<file path="config.mk">
export PLATFORM = sky130hd
export DESIGN_NAME = serial_word_deframer_flat
export DESIGN_NICKNAME = d
export VERILOG_FILES = /design/src/rtl/serial_word_deframer_pkg.sv /design/src/rtl/serial_word_deframer_if.sv /design/src/rtl/serial_word_deframer_fifo.sv /design/src/rtl/serial_word_deframer.sv /design/src/flat_wrapper.sv
export SDC_FILE = /design/constraint.sdc
export NUM_CORES = 1
export LEC_CHECK = 0
export CAP_MARGIN = 20
export CORE_MARGIN = 5
export CORE_UTILIZATION = 53
export DETAILED_ROUTE_END_ITERATION = 8
export PLACE_DENSITY = 0.74
export SLEW_MARGIN = 30
export SYNTH_ARGS = -nofsm -noshare
export SYNTH_HDL_FRONTEND = slang
export SYNTH_SLANG_ARGS = --single-unit
export TNS_END_PERCENT = 50
</file>
<file path="constraint.sdc">
create_clock -name clk -period 1.8 [get_ports clk]
set_input_delay 0.45 -clock clk [delete_from_list [all_inputs] [get_ports clk]]
set_output_delay 0.45 -clock clk [all_outputs]
set_load 0.05 [all_outputs]
</file>
<file path="src/rtl/serial_word_deframer_pkg.sv">
// Shared types and defaults for the serial word deframer.
// The state enum and default sync pattern are used by the top level and the bench.
package deframer_pkg;

  typedef enum logic {
    HUNT   = 1'b0,
    LOCKED = 1'b1
  } deframer_state_t;

  localparam logic [7:0] DEFAULT_SYNC = 8'hA5;

endpackage

</file>
<file path="src/rtl/serial_word_deframer_if.sv">
// Serial bit input, control pulses and word output handshake of the deframer.
// The master side drives bits and ready; the slave side is the deframer.
interface serial_word_deframer_if #(
  parameter int WIDTH = 8
);

  logic             bit_in;
  logic             bit_en;
  logic             resync;
  logic [WIDTH-1:0] word_out;
  logic             word_valid;
  logic             word_ready;
  logic             locked;
  logic             overflow;

  modport master (
    output bit_in, bit_en, resync, word_ready,
    input  word_out, word_valid, locked, overflow
  );

  modport slave (
    input  bit_in, bit_en, resync, word_ready,
    output word_out, word_valid, locked, overflow
  );

endinterface

</file>
<file path="src/rtl/serial_word_deframer_fifo.sv">
// First-word-fall-through FIFO for assembled words.
// Latency: a pushed word is visible at dout one cycle later. Backpressure: push on full is ignored unless a pop happens on the same edge.
module deframer_fifo #(
  parameter int WIDTH = 8,
  parameter int DEPTH = 4
) (
  input  logic             clk,
  input  logic             rst,
  input  logic             push,
  input  logic [WIDTH-1:0] din,
  input  logic             pop,
  input  logic             flush,
  output logic             full,
  output logic             empty,
  output logic [WIDTH-1:0] dout
);

  localparam int AW = $clog2(DEPTH);

  logic [WIDTH-1:0] mem [DEPTH];
  logic [AW:0]      wr_ptr;
  logic [AW:0]      rd_ptr;
  logic             do_push;
  logic             do_pop;

  // Extra pointer MSB separates the wrapped-full case from empty.
  assign empty   = (wr_ptr == rd_ptr);
  assign full    = (wr_ptr[AW] != rd_ptr[AW]) && (wr_ptr[AW-1:0] == rd_ptr[AW-1:0]);
  assign do_pop  = pop && !empty;
  assign do_push = push && (!full || do_pop);
  assign dout    = empty ? '0 : mem[rd_ptr[AW-1:0]];

  always_ff @(posedge clk) begin
    if (rst || flush) begin
      wr_ptr <= '0;
      rd_ptr <= '0;
    end else begin
      if (do_push) wr_ptr <= wr_ptr + 1'b1;
      if (do_pop)  rd_ptr <= rd_ptr + 1'b1;
    end
  end

  always_ff @(posedge clk) begin
    if (do_push) mem[wr_ptr[AW-1:0]] <= din;
  end

endmodule

</file>
<file path="src/rtl/serial_word_deframer.sv">
// Hunts for SYNC in a serial stream, then assembles MSB-first words into a FWFT FIFO.
// Latency: lock and word_valid rise one cycle after the last sampled bit. Backpressure: words arriving on a full FIFO are dropped and flagged in sticky overflow.
module serial_word_deframer
  import deframer_pkg::*;
#(
  parameter int               WIDTH = 8,
  parameter logic [WIDTH-1:0] SYNC  = WIDTH'(DEFAULT_SYNC),
  parameter int               DEPTH = 4
) (
  input logic                  clk,
  input logic                  rst,
  serial_word_deframer_if.slave dif
);

  localparam int             CW   = $clog2(WIDTH);
  localparam logic [CW-1:0]  LAST = CW'(WIDTH - 1);

  deframer_state_t  state;
  deframer_state_t  state_nxt;
  logic [WIDTH-1:0] sr;
  logic [WIDTH-1:0] next_sr;
  logic [CW-1:0]    cnt;
  logic             overflow_q;
  logic             sync_hit;
  logic             push;
  logic             fifo_full;
  logic             fifo_empty;
  logic             pop;

  assign next_sr  = {sr[WIDTH-2:0], dif.bit_in};
  assign sync_hit = dif.bit_en && (next_sr == SYNC);
  assign push     = (state == LOCKED) && dif.bit_en && (cnt == LAST) && !dif.resync;
  assign pop      = !fifo_empty && dif.word_ready;

  always_ff @(posedge clk) begin
    if (rst) begin
      state <= HUNT;
    end else begin
      state <= state_nxt;
    end
  end

  always_comb begin
    state_nxt = state;
    if (dif.resync) begin
      state_nxt = HUNT;
    end else begin
      case (state)
        HUNT:    if (sync_hit) state_nxt = LOCKED;
        LOCKED:  state_nxt = LOCKED;
        default: state_nxt = HUNT;
      endcase
    end
  end

  always_comb begin
    dif.locked = (state == LOCKED);
  end

  // The counter stays at zero while hunting, so the lock edge leaves it at zero.
  always_ff @(posedge clk) begin
    if (rst || dif.resync) begin
      sr         <= '0;
      cnt        <= '0;
      overflow_q <= 1'b0;
    end else begin
      if (dif.bit_en) begin
        sr <= next_sr;
        if (state == LOCKED) begin
          cnt <= (cnt == LAST) ? '0 : cnt + 1'b1;
        end else begin
          cnt <= '0;
        end
      end
      if (push && fifo_full && !pop) overflow_q <= 1'b1;
    end
  end

  deframer_fifo #(
    .WIDTH (WIDTH),
    .DEPTH (DEPTH)
  ) u_fifo (
    .clk   (clk),
    .rst   (rst),
    .push  (push),
    .din   (next_sr),
    .pop   (pop),
    .flush (dif.resync),
    .full  (fifo_full),
    .empty (fifo_empty),
    .dout  (dif.word_out)
  );

  assign dif.word_valid = !fifo_empty;
  assign dif.overflow   = overflow_q;

endmodule
</file>
<file path="src/flat_wrapper.sv">
// flat-port wrapper written by rule: the top's interface ports become plain ports
module serial_word_deframer_flat import deframer_pkg::*;
#(
  parameter int               WIDTH = 8,
  parameter logic [WIDTH-1:0] SYNC  = WIDTH'(DEFAULT_SYNC),
  parameter int               DEPTH = 4
)
  (clk, rst, dif_bit_in, dif_bit_en, dif_resync, dif_word_ready, dif_word_out, dif_word_valid, dif_locked, dif_overflow);
  serial_word_deframer_if #(.WIDTH(WIDTH)) dif_i ();
  input logic clk;
  input logic rst;
  input wire logic [$bits(dif_i.bit_in)-1:0] dif_bit_in;
  input wire logic [$bits(dif_i.bit_en)-1:0] dif_bit_en;
  input wire logic [$bits(dif_i.resync)-1:0] dif_resync;
  input wire logic [$bits(dif_i.word_ready)-1:0] dif_word_ready;
  output wire logic [$bits(dif_i.word_out)-1:0] dif_word_out;
  output wire logic [$bits(dif_i.word_valid)-1:0] dif_word_valid;
  output wire logic [$bits(dif_i.locked)-1:0] dif_locked;
  output wire logic [$bits(dif_i.overflow)-1:0] dif_overflow;
  assign dif_i.bit_in = dif_bit_in;
  assign dif_i.bit_en = dif_bit_en;
  assign dif_i.resync = dif_resync;
  assign dif_i.word_ready = dif_word_ready;
  assign dif_word_out = dif_i.word_out;
  assign dif_word_valid = dif_i.word_valid;
  assign dif_locked = dif_i.locked;
  assign dif_overflow = dif_i.overflow;
  serial_word_deframer #(.WIDTH(WIDTH), .SYNC(SYNC), .DEPTH(DEPTH)) u_core (.clk(clk), .rst(rst), .dif(dif_i));
endmodule
</file>
==> flow_summary.toml <==
[layout]
syn2layout_area_growth_pct = 23.5
drive_above_1_share_pct = 33.3
fin_nets = 189
num_antenna_cells = 0
fin_util_pct = 66.5
design_area_sq_mm = 0.00262
n_fill_cell = 286
finalNonFillerCells = 227

[sta]
rsz0062_at_grt = "yes"
fin_setup_tns_ns = -1.79
finalSetupViolations = 9
setup_ws_ns = -0.213
finalHoldViolCount = 0
finClkSkew_ns = 0.00664
fin_crit_sh_pct = 112
worst_hold_slack_ns = 0.484
slew_headroom_pct = 71.6
period_minus_slack_ns = 2.01
tightest_slew_ns = 0.423
fmax_mhz = 497
maxSlewViolCount = 0

[pwr]
switching_share_pct = 18.5
total_power_mw = 1.90
ir_drop_mv = 0.408
seqPwrFrac_pct = 65.9
comb_power_share_pct = 2.5
internal-power_mw = 1.55
clkPwrFrac_pct = 31.5
p_switching_mw = 0.352
p_per_area_mw_per_mm2 = 725
p_leak_nw = 0.977

[yosys]
yosys_warnings = 0
synthArstFlopShare_pct = 0
ys_seq_area_share_pct = 64.2
synth_cells = 146
ys_top_cells_by_area = "edfxtp_1 45%, dfxtp_1 19%, mux4_2 8.5%, ha_1 4.1%, mux2i_1 3.3%"
netlist-cell-type-count = 29
synth_area_sq_mm = 0.00212
yosysTopAreaCellShare_pct = 45.3
ys_seq_elements = 52
synth-main-ff-cell = "edfxtp_1"
synth_nets = 159
yosysTopAreaCell = "edfxtp_1"
synth_edf_count = 32
avgSynthCellArea_sq_um = 14.5

[routing]
detail_route.first_pass.iterations = 4
antenna_left = 0
vias = 1222
wl_per_cell_um = 15.9
drt_iter0_markers = 77
via_per_inst = 5.38
drcViolationCount = 0
routed_wl_mm = 3.61

[global_route]
grt_antenna_before_repair = 0
top_usage_layer = "met2"
grtUsageTotal_pct = 15.5
grt_pass1_wl_mm = 6.13
grt_pass1_vias = 1271
grt_overflow_total = 0
met3_usage_pct = 3.28
grt_use_met2_pct = 27.8
grt.met1_usage_pct = 17.9
grt_max_degree = 15

[floorplan]
rows = 23
core_region_area_sq_mm = 0.00394
initial_core_util_pct = 53.8
die-area_sq_mm = 0.00537
die_h_um = 73.3
ios = 17
fp.dieW_um = 73.3

[worst_hold_path]
hold_class = "flip-flop to flip-flop"

[place]
placedCellCount = 219
placed_area_sq_mm = 0.00243
post-place-ws_ns = -0.163
hpwl_mm = 2.69
gp_congestion = 0.751
port_buffers = 16

[clocking]
root_buffer = "clkbuf_8"
clk_pin_slew_ns = 0.08
cts_setup_buffers = 0
clock-sinks = 52
clockBufferDepth = 2
clk_latency_ns = 0.29
cts-buffers-inserted = 5
cts_tree = "built"
h-tree-depth = 2

[worst_setup_path]
cp_cell_sequence = "buf_12 > mux4_2 > nor2b_4 > buf_6"
worstPathRequired_ns = 1.35
crit_fanout = 8
cp-end-kind = "output port"
crit_type = "flip-flop to output port"
start_kind = "flip-flop"
arrival_ns = 1.56
crit_slowest_cell = "mux4_2"
cpPeakStageDelay_ns = 0.50

[status]
status = "finished with violations"
violations = "negative setup slack"

[job]
drv_cap = 0
-- cell usage after synthesis (2+ instances only) --
master    count
nor2_1       15
and2_2        3
mux4_2        8
o31ai_1       2
dfxtp_1      20
xor2_1        5
nor2b_1       8
inv_1         3
xnor2_1       2
nand2b_1      3
a21oi_1       5
nand3_1       5
edfxtp_1     32
nor4_1        2
buf_1         3
nand2_1       4
ha_1          7
nor3b_1       2
mux2i_1       7
-- logic make-up after synthesis --
logic type               synth area share [%]
buffers and inverters                    1.47
AO/OA/AOI/OAI                            3.95
flip-flops                               64.2
adder cells (fa/ha/maj)                  4.13
XOR/XNOR                                 2.89
multiplexers                             11.8
AND/OR/NAND/NOR                          11.6
-- critical path: cells and delay by family (launching register included) --
family        cells  cell delay [ns]
flops             1             0.34
simple gates      1             0.14
buf+inv           2             0.28
mux               1             0.50
-- power groups by stage --
stage | combinational (mW) | clock (mW) | sequential [mW]
floorplan | 0.0177 | 0 | 1.28
global placement | 0.0474 | 0 | 1.28
detailed placement | 0.0488 | 0 | 1.28
CTS | 0.0491 | 0.612 | 1.25
global route | 0.0525 | 0.669 | 1.25
finish | 0.0485 | 0.599 | 1.25
-- worst paths after layout --
check	from	to	slack, ns	cells past startpoint
max	flip-flop	dif_word_out[0]	-0.21	4
min	u_core.cnt[1]	u_core.cnt[1]	0.48	2
max reg2reg	u_core.cnt[0]	u_core.u_fifo.mem[0][4]	0.11	5
min reg2reg	u_core.cnt[1]	u_core.cnt[1]	0.48	2
-- state kept, by name, indices dropped and copies added (netlist names), named ones only --
signal	flops
u_core.dif.locked	1
u_core.dif.overflow	1
u_core.sr	7
u_core.u_fifo.mem	32
u_core.u_fifo.rd_ptr	3
u_core.u_fifo.wr_ptr	3
u_core.cnt	3
-- placed cells by master (no fill, tap or decap), types with 2 or more instances in the layout --
cell / instances
nor2b_4: 8
buf_12: 2
clkdlybuf4s50_1: 5
o31ai_1: 2
buf_6: 9
xor2_1: 3
clkbuf_1: 2
nand3_1: 5
mux2i_1: 7
nand2b_1: 3
dfxtp_1: 15
dfxtp_2: 5
xnor2_1: 2
nor4_1: 2
inv_1: 3
buf_4: 11
and2_2: 2
xor2_2: 2
a21oi_1: 5
ha_1: 7
nor3b_1: 2
clkbuf_8: 5
nor2_1: 15
edfxtp_1: 32
and2_4: 2
mux4_2: 8
nand2_1: 4
-- routing by layer --
metal  wire [um]  part of all wire, %
met2        1970                   54
met3         147                  4.1
met5           0                    0
met1        1430                   40
met4          68                  1.9
-- timing repair --
item                                   CTS  global route
hold buffers                             0             0
endpoints found under the hold margin    0             0
resized for setup                       22             9
setup endpoints to repair                9            10
pin swaps                                1             0
-- final cells by class --
type / instances / area, sq um / area share [%]
Sequential cell: 52 / 1370 / 52.2
Inverter: 3 / 11.3 / 0.430
Multi-Input combinational cell: 86 / 810 / 30.9
Clock buffer: 7 / 76.3 / 2.91
Timing Repair Buffer: 28 / 289 / 11.0
Tap cell: 50 / 62.6 / 2.39
Clock inverter: 1 / 3.75 / 0.143
Note: power is estimated with default switching activity, not from simulation.
